==> config.mk <==
export PLATFORM = sky130hd
export DESIGN_NAME = updown_counter_n_flat
export DESIGN_NICKNAME = d
export VERILOG_FILES = /design/src/rtl/updown_counter_n_pkg.sv /design/src/rtl/updown_counter_n_if.sv /design/src/rtl/updown_counter_n.sv /design/src/flat_wrapper.sv
export SDC_FILE = /design/constraint.sdc
export NUM_CORES = 1
export LEC_CHECK = 0
export ABC_AREA = 1
export CAP_MARGIN = 20
export CORE_MARGIN = 2
export CORE_UTILIZATION = 52
export DETAILED_ROUTE_END_ITERATION = 8
export HOLD_SLACK_MARGIN = 0.12
export PLACE_DENSITY = 0.86
export SLEW_MARGIN = 20
export SYNTH_ARGS = -nofsm -noshare
export SYNTH_HDL_FRONTEND = slang
export SYNTH_SLANG_ARGS = --single-unit
==> constraint.sdc <==
create_clock -name clk -period 3.1 [get_ports clk]
set_input_delay 0.31 -clock clk [delete_from_list [all_inputs] [get_ports clk]]
set_output_delay 0.31 -clock clk [all_outputs]
set_load 0.01 [all_outputs]
==> src/rtl/updown_counter_n_pkg.sv <==
// Shared constants for the parametrised up/down counter: mode codes and
// one-shot FSM state encoding.
package updown_counter_pkg;

   localparam logic [1:0] MODE_WRAP    = 2'b00;
   localparam logic [1:0] MODE_SAT     = 2'b01;
   localparam logic [1:0] MODE_ONESHOT = 2'b10;

   typedef enum logic {
      ST_RUN  = 1'b0,
      ST_DONE = 1'b1
   } state_t;

endpackage

==> src/rtl/updown_counter_n_if.sv <==
// Control and status bundle of the up/down counter. The master drives the
// controls; the slave (the counter) returns count and flags.
interface updown_counter_n_if #(
   parameter int WIDTH = 8
);
   logic             en;
   logic             up_down;
   logic             load;
   logic [WIDTH-1:0] load_val;
   logic [1:0]       mode;
   logic             clr_flags;
   logic [WIDTH-1:0] count;
   logic             at_max;
   logic             at_min;
   logic             wrap;
   logic             ovf;
   logic             unf;
   logic             done;

   modport master (
      output en, up_down, load, load_val, mode, clr_flags,
      input  count, at_max, at_min, wrap, ovf, unf, done
   );

   modport slave (
      input  en, up_down, load, load_val, mode, clr_flags,
      output count, at_max, at_min, wrap, ovf, unf, done
   );
endinterface

==> src/rtl/updown_counter_n.sv <==
// Up/down counter over 0..MAX_VAL with load, enable, wrap/saturate/one-shot
// modes, wrap pulse and sticky overflow/underflow flags.
import updown_counter_pkg::*;

module updown_counter_n #(
   parameter int WIDTH     = 8,
   parameter int MAX_VAL   = (1 << WIDTH) - 1,
   parameter int RESET_VAL = 0
) (
   input  logic               clk,
   input  logic               reset,
   updown_counter_n_if.slave  bus
);

   localparam logic [WIDTH-1:0] MAX_C = WIDTH'(MAX_VAL);
   localparam logic [WIDTH-1:0] RST_C = WIDTH'(RESET_VAL);
   localparam logic [WIDTH-1:0] ONE_C = WIDTH'(1);

   logic [WIDTH-1:0] count_reg, count_next;
   logic             wrap_reg, wrap_next;
   logic             ovf_reg, ovf_next;
   logic             unf_reg, unf_next;
   state_t           state_reg, state_next;

   logic [WIDTH-1:0] lim_val;
   logic [WIDTH-1:0] step_val;
   logic [WIDTH-1:0] load_clamped;
   logic             at_lim;
   logic             set_ovf;
   logic             set_unf;

   always_comb begin
      count_next   = count_reg;
      wrap_next    = 1'b0;
      state_next   = state_reg;
      set_ovf      = 1'b0;
      set_unf      = 1'b0;
      lim_val      = bus.up_down ? MAX_C : '0;
      at_lim       = (count_reg == lim_val);
      step_val     = bus.up_down ? (count_reg + ONE_C) : (count_reg - ONE_C);
      load_clamped = (bus.load_val > MAX_C) ? MAX_C : bus.load_val;

      if (bus.load) begin
         count_next = load_clamped;
         state_next = ST_RUN;
      end else if (state_reg == ST_RUN && bus.en) begin
         if (bus.mode == MODE_ONESHOT) begin
            // One-shot never steps past the limit; it parks in DONE on it.
            if (at_lim) begin
               state_next = ST_DONE;
            end else begin
               count_next = step_val;
               if (step_val == lim_val) begin
                  state_next = ST_DONE;
               end
            end
         end else if (at_lim) begin
            // Reserved mode 11 falls through to wrap behaviour here.
            if (bus.mode != MODE_SAT) begin
               count_next = bus.up_down ? '0 : MAX_C;
               wrap_next  = 1'b1;
            end
            set_ovf = bus.up_down;
            set_unf = ~bus.up_down;
         end else begin
            count_next = step_val;
         end
      end

      ovf_next = (ovf_reg & ~bus.clr_flags) | set_ovf;
      unf_next = (unf_reg & ~bus.clr_flags) | set_unf;
   end

   always_ff @(posedge clk) begin
      if (reset) begin
         count_reg <= RST_C;
         wrap_reg  <= 1'b0;
         ovf_reg   <= 1'b0;
         unf_reg   <= 1'b0;
         state_reg <= ST_RUN;
      end else begin
         count_reg <= count_next;
         wrap_reg  <= wrap_next;
         ovf_reg   <= ovf_next;
         unf_reg   <= unf_next;
         state_reg <= state_next;
      end
   end

   assign bus.count  = count_reg;
   assign bus.at_max = (count_reg == MAX_C);
   assign bus.at_min = (count_reg == '0);
   assign bus.wrap   = wrap_reg;
   assign bus.ovf    = ovf_reg;
   assign bus.unf    = unf_reg;
   assign bus.done   = (state_reg == ST_DONE);

endmodule

==> src/flat_wrapper.sv <==
// flat-port wrapper written by rule: the top's interface ports become plain ports
module updown_counter_n_flat 
#(
   parameter int WIDTH     = 8,
   parameter int MAX_VAL   = (1 << WIDTH) - 1,
   parameter int RESET_VAL = 0
)
  (clk, reset, bus_en, bus_up_down, bus_load, bus_load_val, bus_mode, bus_clr_flags, bus_count, bus_at_max, bus_at_min, bus_wrap, bus_ovf, bus_unf, bus_done);
  updown_counter_n_if #(.WIDTH(WIDTH)) bus_i ();
  input  logic clk;
  input  logic reset;
  input wire logic [$bits(bus_i.en)-1:0] bus_en;
  input wire logic [$bits(bus_i.up_down)-1:0] bus_up_down;
  input wire logic [$bits(bus_i.load)-1:0] bus_load;
  input wire logic [$bits(bus_i.load_val)-1:0] bus_load_val;
  input wire logic [$bits(bus_i.mode)-1:0] bus_mode;
  input wire logic [$bits(bus_i.clr_flags)-1:0] bus_clr_flags;
  output wire logic [$bits(bus_i.count)-1:0] bus_count;
  output wire logic [$bits(bus_i.at_max)-1:0] bus_at_max;
  output wire logic [$bits(bus_i.at_min)-1:0] bus_at_min;
  output wire logic [$bits(bus_i.wrap)-1:0] bus_wrap;
  output wire logic [$bits(bus_i.ovf)-1:0] bus_ovf;
  output wire logic [$bits(bus_i.unf)-1:0] bus_unf;
  output wire logic [$bits(bus_i.done)-1:0] bus_done;
  assign bus_i.en = bus_en;
  assign bus_i.up_down = bus_up_down;
  assign bus_i.load = bus_load;
  assign bus_i.load_val = bus_load_val;
  assign bus_i.mode = bus_mode;
  assign bus_i.clr_flags = bus_clr_flags;
  assign bus_count = bus_i.count;
  assign bus_at_max = bus_i.at_max;
  assign bus_at_min = bus_i.at_min;
  assign bus_wrap = bus_i.wrap;
  assign bus_ovf = bus_i.ovf;
  assign bus_unf = bus_i.unf;
  assign bus_done = bus_i.done;
  updown_counter_n #(.WIDTH(WIDTH), .MAX_VAL(MAX_VAL), .RESET_VAL(RESET_VAL)) u_core (.clk(clk), .reset(reset), .bus(bus_i));
endmodule
* After elaboration in Yosys (flattened, before gate mapping)
Cells that the tools add are included.
Word-level totals: register bits 12, input port bits 16
Cells by class: $add $sub $neg 2, order comparisons 1, equality and inequality tests 7, mux-type cells 21, bitwise operators 9, reduce and logical (&&, ||, !) cells 8
Operator list (count):
- 8-bit 2-to-1 mux | 10
- 8-bit equality test | 2
- 1-bit 2-to-1 mux | 11
- 8-bit by 1-bit adder with 8-bit output, second input constant | 1
- 8-bit equality test, second input constant | 1
- 8-bit > comparator, second input constant | 1
- 8-bit logical NOT | 1
- 8-bit by 1-bit subtractor with 8-bit output, second input constant | 1
- 3-bit != test, second input constant | 2
- 3-bit AND reduction | 2
- 1-bit inverter | 5
- 5-bit OR reduction | 1
- 2-bit nonzero test | 2
- 1-bit bitwise AND | 2
- 2-bit equality test, second input constant | 1
- 2-bit by 1-bit != test with 1-bit output, second input constant | 1
- 1-bit OR | 2
- 2-bit OR reduction | 1
- 1-bit logical AND | 1

* Longest topological paths before layout
Gate-level depths: netlist (run 1).
depth in word-level cells 7, gate-level depth with buffers 16, mapped depth without buffers 16

* Worst setup path after synthesis (run 1)
OpenSTA, ideal clock, no wires.
path type input port to flip-flop, start input port bus_up_down, end register u_core.count_reg[4], in the netlist u_core.bus.count[4], arrival time 1.762 ns, data required time 2.973 ns, setup slack 1.211 ns, cell stages on the path 12, path buffers 1, cells stage by stage buf_4 inv_4 ha_1 nand2_1 clkinv_1 nand3_2 nor2_2 nand2_2 nor2_4 a21oi_4 a21oi_1 nor2_1
On the way: word-level cells in the longest chain between the ends 6, elaborated cells on any way between the ends 13
Ends and longest elaborated chain:
- from (decl) | line flat_wrapper.sv:13 | input wire logic [$bits(bus_i.up_down)-1:0] bus_up_down;
- 8-bit 2-to-1 mux, on equally long branches | line updown_counter_n.sv:38, updown_counter_n.sv:60
- 8-bit equality test / 8-bit 2-to-1 mux (equally long branches) | line updown_counter_n.sv:39, updown_counter_n.sv:59
- 8-bit 2-to-1 mux | line updown_counter_n.sv:57 | end else if (at_lim) begin
- 8-bit 2-to-1 mux | line updown_counter_n.sv:47 | if (bus.mode == MODE_ONESHOT) begin
- 8-bit 2-to-1 mux | line updown_counter_n.sv:46 | end else if (state_reg == ST_RUN && bus.en) begin
- 8-bit 2-to-1 mux | line updown_counter_n.sv:43 | if (bus.load) begin
- to (signal assigned) | line updown_counter_n.sv:82 | count_reg <= count_next;
- to (decl) | line updown_counter_n.sv:19 | logic [WIDTH-1:0] count_reg, count_next;
Several ways; a longest one is shown, not always the timed one. The select of a mux whose other input is x is not followed. A chain may end at the register's enable or synchronous reset.

* Final worst setup path (run 1)
Same ends and word-level chain as after synthesis.

==> results.ini, run 1 <==
[sta]
final_setup_violation_count=0
finalSetupTns_ns=0
rsz0062_at_grt=no
slew_limit_headroom=0.7298
final.setup_skew_ns=0.001026
final.period_utilization=0.7134
final_period_minus_worst_setup_slack_ns=2.212
tightestPinTransition_ns=0.4041
fmax_mhz=452.2
post-route-worst-setup-slack_ns=0.8884
hold_violation_total_from_the_final_report=0
slew_violations=0

[global_route]
grt_antenna_before_repair=0
wire_length_of_the_first_global_routing_pass_um=5085
grt_remaining_overflow=0
grt_start_max_net_pins=12
groute.usage.overall=0.2566
number_of_global_route_vias_before_repair=1205

[clock_tree]
post_cts_hold_buffer_count=0
cts.repair_timing.setup_buffer_count=0
clk_transition_reported_paths_ns=0.08
h-tree-depth=1
clock-sinks=12
cts_made_buffers=3
tritoncts=built
cts.root.buffer_cell=sky130_fd_sc_hd__clkbuf_4
clock_latency_ns=0.28
max-clock-path-buffers=2
cts.repair.resized=0

[die]
core_um2=2148
die_y_um=51.18
floorplan.die_area_um2=2619
floorplan.initialDensity=0.5387
design.portCount=30
core.rowCount=17
dieWidth_um=51.18

[drt]
detail_route.wl_per_cell_um=11.97
drt_pass1_iterations=4
detail_route.wirelength_um=3004
via_per_inst=5.199
ant_nets=0
detail_route.iter0.violations=54
via_count=1305
remaining_drc_errors=0

[placement]
io_buffer_count=29
place_area_um2=1475
gp_routability_congestion=0.9045
detailed_place_hpwl_um=2430
setup_slack_after_placement_ns=0.6157

[critical_path]
critical_path.top_delay_family=buffers and inverters
worst-endpoint-arrival_ns=2.38
crit_path_top_delay_cell=sky130_fd_sc_hd__clkdlybuf4s50_1
setup.worst_path.start=bus_up_down
path_max_fanout=11
crit_path_max_incr_delay_ns=0.54
critical_path.n_buffers_inverters=3
crit_chain=clkdlybuf4s50_1 -> inv_4 -> ha_1 -> nand2_1 -> clkinv_1 -> nand3_2 -> nor2_2 -> nand2_2 -> nor2_4 -> a21oi_4 -> a21oi_1 -> nor2_1
crit_path_end_kind=register
critical_path_source_type=input port
critPathRequiredTime_ns=3.27
regToRegStartpoint=u_core.bus.count[0]
critical_path_class=input port to register

[final_layout]
number_of_nets_in_the_layout=248
final_cell_area_um2=1498
insertedDiodeCount=0
layout_common_cells=61 x sky130_fd_sc_hd__nand2_1, 29 x sky130_fd_sc_hd__clkdlybuf4s50_1, 24 x sky130_fd_sc_hd__inv_1, 18 x sky130_fd_sc_hd__nor2_1, 16 x sky130_fd_sc_hd__nand3_1
final_common_cell=sky130_fd_sc_hd__nand2_1
area_growth_syn_to_layout_pct=29.41
largest_register_ff_count=8
post_route_cells_drive_above_1_share=0.1031

[yosys]
synth.ff_latch_count=12
synthesis.nets=216
syn-instance-count=193
ys_types=28
ys_seq_area_frac=0.2076
synthesis.yosys.warnings=0
netlist_area_um2=1157
synth.avg_cell_area_um2=5.997

[power_and_ir_drop]
ir_drop_uv=278.1
static_leak_nw=0.7065
powerDensity_nw_per_um2=337.8

[run_status]
outcome=finished, final reports clean

[run]
max_cap_violations=0

[worst_hold_path]
hold_path.startpoint=u_core.bus.unf
worst_hold_path_type=register to register

-- tightest hold or removal path, cell delays in order, from the launching register on --
cell and delay [ns]:
sky130_fd_sc_hd__dfxtp_1 0.31, sky130_fd_sc_hd__nand2_1 0.06, sky130_fd_sc_hd__a21oi_1 0.06
-- cells in the mapped netlist, drive strengths merged --
master	n	area [µm²]
a21oi	15	90.09
a31oi	3	18.77
buf	1	7.510
clkbuf	2	7.510
clkinv	1	3.750
dfxtp	12	240.2
fa	1	20.02
ha	6	75.07
inv	27	103.9
nand2	64	247.7
nand3	21	130.1
nand4	3	18.77
nor2	23	103.8
nor3	1	5.000
nor3b	1	7.510
nor4	1	6.260
o21ai	8	40.04
or2	1	6.260
xor2	2	25.03
-- path summary, 6_finish.rpt --
| kind | to | depth (start not counted) | slack, ns |
|---|---|---|---|
| hold reg to reg | u_core.bus.unf | 2 | 0.47 |
| hold / removal | u_core.bus.unf | 2 | 0.47 |
| setup reg to reg | u_core.bus.done | 15 | 1.00 |
| setup / recovery | u_core.bus.count[4] | 12 | 0.89 |
-- per-stage QoR --
stage	util	power, mW	hold slack (ns)	std cells
2_1_floorplan	-	0.3304	0.4718	193
3_3_place_gp	0.6867	0.3983	0.4553	248
3_5_place_dp	0.6867	0.4039	0.4594	248
4_1_cts	0.6971	0.5020	0.4758	251
5_1_grt	0.6971	0.5398	0.5090	251
6_report	0.6971	0.5059	0.4741	251
-- layer usage --
metal / GRT usage / share of wire / up-vias
met2: 0.4394 / 0.48 / 46
met1: 0.3183 / 0.45 / 573
met5: 0 / 0 / -
met3: 0.03509 / 0.052 / 6
met4: 0.1126 / 0.020 / 0
li1: - / - / 680
-- layout make-up --
| class | count | area (µm²) |
|---|---|---|
| clock buffer | 3 | 22.52 |
| fill | 184 | 650.6 |
| inverter | 28 | 107.6 |
| multi-input combinational | 150 | 794.5 |
| sequential | 12 | 240.2 |
| tap | 28 | 35.03 |
| timing repair buffer | 30 | 297.8 |
-- power breakdown --
group          internal (mW)  switching (mW)  total (mW)
registers              0.163          0.0133       0.176
logic                 0.0960           0.132       0.228
clock network         0.0452          0.0562       0.101
total                  0.304           0.202       0.506
-- logic make-up after synthesis --
logic type	count (synthesis)	synth area share
compound gates	26	0.1287
xor+xnor	2	0.02163
fa+ha+maj	7	0.08216
buf+inv	31	0.1060
flops	12	0.2076
simple gates	115	0.4541
Note: power is estimated with default switching activity, not from simulation.
==> inputs of run 2 (changes only) <==
--- a/config.mk
+++ b/config.mk
@@ -8,10 +8,10 @@
 export ABC_AREA = 1
 export CAP_MARGIN = 20
 export CORE_MARGIN = 2
-export CORE_UTILIZATION = 52
+export CORE_UTILIZATION = 48
 export DETAILED_ROUTE_END_ITERATION = 8
 export HOLD_SLACK_MARGIN = 0.12
-export PLACE_DENSITY = 0.86
+export PLACE_DENSITY = 0.81
 export SLEW_MARGIN = 20
 export SYNTH_ARGS = -nofsm -noshare
 export SYNTH_HDL_FRONTEND = slang
==> constraint.sdc (replaced) <==
create_clock -name clk -period 2.2 [get_ports clk]
set_input_delay 0.22 -clock clk [delete_from_list [all_inputs] [get_ports clk]]
set_output_delay 0.22 -clock clk [all_outputs]
set_load 0.01 [all_outputs]
==> run 2 against run 1 <==
- routed wire length is 16% higher
- clock skew hardly changed
- first-iteration DRC count is 1.9% lower
- critical path type is now register to register
- via count is 7.0% higher
- utilization is 2.9 points higher
- critical endpoint is now u_core.bus.done
==> results.ini, run 2 (same netlist as run 1, synthesis figures left out) <==
[power_and_ir_drop]
swShare=0.3812  ; -0.01800
netSwitchingPower_mw=0.3089  ; +53%
share_comb_of_total_power=0.467  ; +0.016
static_leak_nw=0.7952  ; +13%
ir_drop_uv=421.4  ; +52%
power.clock.fraction=0.228  ; +0.027
pwr-share-seq=0.306  ; -0.042
powerDensity_nw_per_um2=495.2  ; +47%
p_int_mw=0.5015  ; +65%

[global_route]
grt_antenna_before_repair=0  ; unchanged
number_of_global_route_vias_before_repair=1326  ; +10%
groute.usage.overall=0.2639  ; +0.007274
grt_remaining_overflow=0  ; unchanged
grt_start_max_net_pins=12  ; unchanged
wire_length_of_the_first_global_routing_pass_um=5451  ; +7.2%

[run_status]
outcome=finished, final reports clean

[sta]
slew_limit_headroom=0.7267  ; -0.003093
fmax_mhz=500.5
final_period_minus_worst_setup_slack_ns=1.998
final.setup_skew_ns=0.001260  ; +0.0002346 ns
hold_ws_ns=0.4706  ; -0.003559 ns
final.period_utilization=0.9082
tightestPinTransition_ns=0.4087  ; +0.004626 ns
finalSetupTns_ns=0  ; unchanged
slew_violations=0  ; unchanged
final_setup_violation_count=0  ; unchanged
rsz0062_at_grt=no
hold_violation_total_from_the_final_report=0  ; unchanged

[drt]
detail_route.wirelength_um=3475  ; +16%
remaining_drc_errors=0  ; unchanged
detail_route.wl_per_cell_um=13.06  ; +9.2%
ant_nets=0  ; unchanged
via_count=1397  ; +7.0%
detail_route.iter0.violations=53  ; -1.9%
drt_pass1_iterations=4  ; unchanged
via_per_inst=5.252  ; +1.0%

[clock_tree]
tritoncts=built
max-clock-path-buffers=2  ; unchanged
clk_transition_reported_paths_ns=0.08  ; about the same
clock-sinks=12  ; unchanged
cts_made_buffers=3  ; unchanged
cts.root.buffer_cell=sky130_fd_sc_hd__clkbuf_4
post_cts_hold_buffer_count=0  ; unchanged
clock_latency_ns=0.28  ; about the same
h-tree-depth=1  ; unchanged

[placement]
gp_routability_congestion=0.9009  ; -0.40%
place_area_um2=1580  ; +7.1%
detailed_place_hpwl_um=2736  ; +13%
placed_cell_count=262  ; +5.6%
io_buffer_count=29  ; unchanged

[critical_path]
reg2reg_setup_slack_ns=0.20  ; -0.80 ns
crit_path_top_delay_cell=sky130_fd_sc_hd__fa_1
critical_path.reg2reg.endpoint=u_core.bus.done
crit_path_max_incr_delay_ns=0.45  ; -0.09 ns
worst-endpoint-arrival_ns=2.22  ; -0.16 ns
regToRegStartpoint=u_core.bus.count[1]
path_max_fanout=4  ; -7
crit_path_end_kind=register
critical_path.top_delay_family=simple AND/OR/NAND/NOR gates
critical_path_class=register to register
timing.reg2reg.worst_path_depth=15  ; unchanged
timing.critical_path.mode_cell=sky130_fd_sc_hd__nand2_1
critical_path_source_type=register
crit_chain=inv_1 -> fa_1 -> inv_1 -> nand2_1 -> nand2_2 -> nand3_2 -> nand2_1 -> nand2_1 -> nor2_1 -> nand2_1 -> nand2_1 -> nand2_1 -> nand2_1 -> nand2_1 -> a21oi_2
critPathRequiredTime_ns=2.42  ; -0.85 ns
critical_path.n_buffers_inverters=2  ; -1

[final_layout]
final_common_cell=sky130_fd_sc_hd__nand2_1
final-instance-count-excl-fill=266  ; +6.0%
final_cell_area_um2=1637  ; +9.3%
insertedDiodeCount=0  ; unchanged
post_route_cells_drive_above_1_share=0.1765  ; +0.07333
area_growth_syn_to_layout_pct=41.41
number_of_nets_in_the_layout=262  ; +5.6%
layout_common_cells=60 x sky130_fd_sc_hd__nand2_1, 28 x sky130_fd_sc_hd__clkdlybuf4s50_1, 24 x sky130_fd_sc_hd__inv_1, 18 x sky130_fd_sc_hd__nor2_1, 15 x sky130_fd_sc_hd__nand3_1
largest_register_ff_count=8  ; unchanged

[worst_hold_path]
hold_path.startpoint=u_core.bus.unf
min_delay_path_depth=2  ; unchanged
worst_hold_path_type=register to register
worst_hold_path.endpoint=u_core.bus.unf

[die]
core_um2=2255  ; +5.0%
dieWidth_um=53.11  ; +3.8%
die_y_um=53.11  ; +3.8%
core.rowCount=17  ; unchanged
floorplan.die_area_um2=2820  ; +7.7%
design.portCount=30  ; unchanged
floorplan.initialDensity=0.5133  ; -0.02541

[run]
max_cap_violations=0  ; unchanged

run 2: cell types whose count changed in the layout (fill, tap and decap cells not counted):
cell / change
sky130_fd_sc_hd__buf_4: +13
sky130_fd_sc_hd__buf_6: +1
sky130_fd_sc_hd__clkbuf_8: +1
sky130_fd_sc_hd__clkdlybuf4s50_1: -1
sky130_fd_sc_hd__dfxtp_1: -1
sky130_fd_sc_hd__dfxtp_2: +1
sky130_fd_sc_hd__dlymetal6s2s_1: +1
sky130_fd_sc_hd__nand2_1: -1
sky130_fd_sc_hd__nand2_2: +1
sky130_fd_sc_hd__nand3_1: -1
sky130_fd_sc_hd__nand3_2: +1
sky130_fd_sc_hd__nor3b_1: -1
sky130_fd_sc_hd__nor3b_2: +1
run 2: tightest hold or removal path, cell delays in order, from the launching register on:
cell                      delay (ns)
sky130_fd_sc_hd__dfxtp_1        0.32
sky130_fd_sc_hd__nand2_1        0.06
sky130_fd_sc_hd__a21oi_1        0.05
run 2: power by group through the flow:
stage | clock network, mW | logic [mW] | registers (mW)
after global routing | 0.193 | 0.414 | 0.249
after global placement | 0 | 0.355 | 0.250
final | 0.184 | 0.378 | 0.248
after CTS | 0.180 | 0.368 | 0.246
after detailed placement | 0 | 0.366 | 0.251
after floorplan | 0 | 0.212 | 0.254
run 2: worst max path at each step:
stage                                    from               to  slack [ns]  depth (start not counted)
after global placement            bus_up_down  u_core.bus.done       -0.18                         16
after CTS                         bus_up_down  u_core.bus.done        0.04                         16
after detailed placement          bus_up_down  u_core.bus.done       -0.22                         16
final                     u_core.bus.count[1]  u_core.bus.done        0.20                         15
after global routing      u_core.bus.count[1]  u_core.bus.done        0.02                         15
after floorplan           u_core.bus.count[0]  u_core.bus.done        0.32                         15
run 2: stage by stage:
step           utilization  worst slack (ns)  total power, mW
6_report            0.7259            0.2020           0.8104
5_1_grt             0.7259           0.02231           0.8567
4_1_cts             0.7170           0.03553           0.7946
3_5_place_dp        0.7009           -0.2170           0.6162
3_3_place_gp        0.7009           -0.1787           0.6050
2_1_floorplan            -            0.3163           0.4656
run 2: final cells by class:
cell class	count	area, µm²
multi-input cells	150	807.0
fillers	192	618.1
repair buffers	44	409.1
flip-flops and latches	12	241.5
inverters	28	107.6
clock buffers	4	36.28
well taps	28	35.03
run 2: layer usage:
layer / global-route usage / part of all wire
met1: 0.3052 / 0.43
met2: 0.5083 / 0.51
met3: 0.02260 / 0.048
met4: 0.07265 / 0.0078
met5: 0 / 0
run 2: repair_timing:
action                                  in CTS  in global routing
buffers inserted                             0                  0
gates resized for setup                      0                  6
endpoints found under the setup margin       0                  2
==> inputs of run 3 (changes only) <==
--- a/config.mk
+++ b/config.mk
@@ -12,6 +12,7 @@
 export DETAILED_ROUTE_END_ITERATION = 8
 export HOLD_SLACK_MARGIN = 0.12
 export PLACE_DENSITY = 0.81
+export REMOVE_ABC_BUFFERS = 1
 export SLEW_MARGIN = 20
 export SYNTH_ARGS = -nofsm -noshare
 export SYNTH_HDL_FRONTEND = slang
==> run 3 against run 2 <==
- critical path depth up 1
- die area unchanged
- fmax shrank 2.1%
- non-clock buffer count increased by 5
- hold slack got worse by 0.0043 ns
- sequential share of layout area shrank 0.33 points
- clock skew is essentially flat
- sequential power about the same
- clock-buffer cell count is the same
- clock power barely moved
- global-route usage grew 1.2 points
- via count rose by 1.9%
- critical path type is now input port to register
- critical endpoint unchanged
==> results.ini, run 3 (same netlist as run 1, synthesis figures left out) <==
[critical_path]
crit_chain=clkdlybuf4s50_1 -> buf_4 -> fa_1 -> inv_1 -> nand2_1 -> nand2_1 -> nand3_1 -> nand2_1 -> nand2_1 -> nor2_1 -> nand2_1 -> nand2_1 -> nand2_1 -> nand2_1 -> nand2_1 -> a21oi_2
critPathRequiredTime_ns=2.42  ; about the same
crit_path_max_incr_delay_ns=0.46  ; about the same
regToRegStartpoint=u_core.bus.count[1]
crit_path_end_kind=register
critical_path_source_type=input port
path_max_fanout=3  ; -1
reg2reg_setup_slack_ns=0.16  ; -0.04 ns
critical_path.top_delay_family=simple AND/OR/NAND/NOR gates
setup.worst_path.start=bus_up_down
setup_crit_end=u_core.bus.done
crit_path_top_delay_cell=sky130_fd_sc_hd__clkdlybuf4s50_1
timing.reg2reg.worst_path_depth=15  ; unchanged
critical_path.n_buffers_inverters=3  ; +1
critical_path_cell_count=16  ; +1
worst-endpoint-arrival_ns=2.26  ; +0.04 ns
timing.critical_path.mode_cell=sky130_fd_sc_hd__nand2_1
critical_path_class=input port to register
critical_path.reg2reg.endpoint=u_core.bus.done

[die]
floorplan.initialDensity=0.5133  ; unchanged
core_um2=2255  ; unchanged
floorplan.die_area_um2=2820  ; unchanged
die_y_um=53.11  ; unchanged
dieWidth_um=53.11  ; unchanged
core.rowCount=17  ; unchanged
design.portCount=30  ; unchanged

[clock_tree]
max-clock-path-buffers=2  ; unchanged
cts_made_buffers=3  ; unchanged
cts.root.buffer_cell=sky130_fd_sc_hd__clkbuf_4
clk_transition_reported_paths_ns=0.08  ; about the same
clock-sinks=12  ; unchanged
clock_latency_ns=0.28  ; about the same
h-tree-depth=1  ; unchanged
post_cts_hold_buffer_count=0  ; unchanged
cts.repair_timing.setup_buffer_count=0  ; unchanged
cts.repair.resized=0  ; unchanged
tritoncts=built

[final_layout]
insertedDiodeCount=0  ; unchanged
number_of_nets_in_the_layout=267  ; +1.9%
layout_common_cells=61 x sky130_fd_sc_hd__nand2_1, 29 x sky130_fd_sc_hd__clkdlybuf4s50_1, 24 x sky130_fd_sc_hd__inv_1, 20 x sky130_fd_sc_hd__buf_4, 17 x sky130_fd_sc_hd__nor2_1
final-instance-count-excl-fill=271  ; +1.9%
post_route_cells_drive_above_1_share=0.1934  ; +0.01695
largest_register_ff_count=8  ; unchanged
num-fill-cells=207  ; +7.8%
final_common_cell=sky130_fd_sc_hd__nand2_1
area_growth_syn_to_layout_pct=43.89
final_core_util=0.7386  ; +0.01276

[drt]
via_count=1424  ; +1.9%
dr.max_layer_used=met4
met3WireLength_um=210  ; +27%
via_per_inst=5.255  ; about the same
detail_route.iter0.violations=50  ; -5.7%
routed_met2_length_um=1650  ; -6.9%
detail_route.wirelength_um=3442  ; -0.95%
wl_met1_um=1478  ; -2.0%
drt_pass1_iterations=4  ; unchanged
ant_nets=0  ; unchanged
remaining_drc_errors=0  ; unchanged
detail_route.wl_per_cell_um=12.70  ; -2.8%

[power_and_ir_drop]
static_leak_nw=0.8011  ; +0.74%
ir_drop_uv=408.9  ; -3.0%
powerDensity_nw_per_um2=495.1  ; about the same

[sta]
slew_limit_headroom=0.7513  ; +0.02465
final.period_utilization=0.9279  ; +0.01977
final_period_minus_worst_setup_slack_ns=2.041  ; +0.04348 ns
final_setup_violation_count=0  ; unchanged
rsz0062_at_grt=no
post-route-worst-setup-slack_ns=0.1586  ; -0.04348 ns
tightestPinTransition_ns=0.3719  ; -0.03686 ns
slew_violations=0  ; unchanged
fmax_mhz=489.9  ; -2.1%
final.setup_skew_ns=0.001449  ; +0.0001883 ns
hold_violation_total_from_the_final_report=0  ; unchanged
hold_ws_ns=0.4663  ; -0.004330 ns

[global_route]
wire_length_of_the_first_global_routing_pass_um=5589  ; +2.5%
grt_antenna_before_repair=0  ; unchanged
number_of_global_route_vias_before_repair=1302  ; -1.8%
groute.usage.overall=0.2755  ; +0.01157
grt_start_max_net_pins=12  ; unchanged
grt_remaining_overflow=0  ; unchanged

[worst_hold_path]
worst_hold_path_type=register to register

[placement]
detailed_place_hpwl_um=2863  ; +4.6%
placed_cell_count=267  ; +1.9%
io_buffer_count=29  ; unchanged
setup_slack_after_placement_ns=-0.1835  ; +0.03360 ns
gp_routability_congestion=0.9919  ; +10%

[run_status]
outcome=finished, final reports clean

[run]
max_cap_violations=0  ; unchanged

run 3: worst register-to-register path, delay by kind of cell, from the launching register on:
kind	cells	cell delay [ns]
DFF	1	0.38
and+or+nand+nor	11	0.83
AOI/OAI and AO/OA	1	0.12
buffers and inverters	2	0.21
adders and majority gates	1	0.43
run 3: metal layers:
metal / vias up / global-route usage
li1: 719 / -
met1: 632 / 0.3322
met2: 62 / 0.4833
met3: 11 / 0.02542
met4: 0 / 0.1368
met5: - / 0
run 3: worst min-delay path by stage:
stage                               from             end  slack [ns]  depth (start not counted)
after detailed placement  u_core.bus.unf  u_core.bus.unf        0.47                          2
final                     u_core.bus.unf  u_core.bus.unf        0.47                          2
after global placement    u_core.bus.unf  u_core.bus.unf        0.45                          2
after CTS                 u_core.bus.unf  u_core.bus.unf        0.47                          2
after floorplan                    reset  u_core.bus.ovf        0.29                          1
after global routing      u_core.bus.unf  u_core.bus.unf        0.50                          2
run 3: metrics by stage:
stage	total power, mW	cell area (µm²)	TNS (ns)
after floorplan	0.4579	1142	0
after global placement	0.6268	1618	-0.4923
after detailed placement	0.6371	1618	-0.7751
after CTS	0.8158	1654	0
after global routing	0.8707	1665	0
final	0.8245	1665	0
run 3: area by class of cell:
class                           count  area (µm²)  area share
Sequential cell                    12       240.2      0.1443
Clock buffer                        4       36.28     0.02179
Inverter                           28       107.6     0.06461
Tap cell                           28       35.03     0.02104
Multi-Input combinational cell    150       805.8      0.4838
Timing Repair Buffer               49       440.4      0.2645
run 3: report_power, final:
group,internal [mW],leakage (nW),switching [mW]
Sequential,0.229,0.0985,0.0161
Clock,0.101,0.0210,0.0799
Combinational,0.183,0.682,0.215
Total,0.513,0.801,0.311
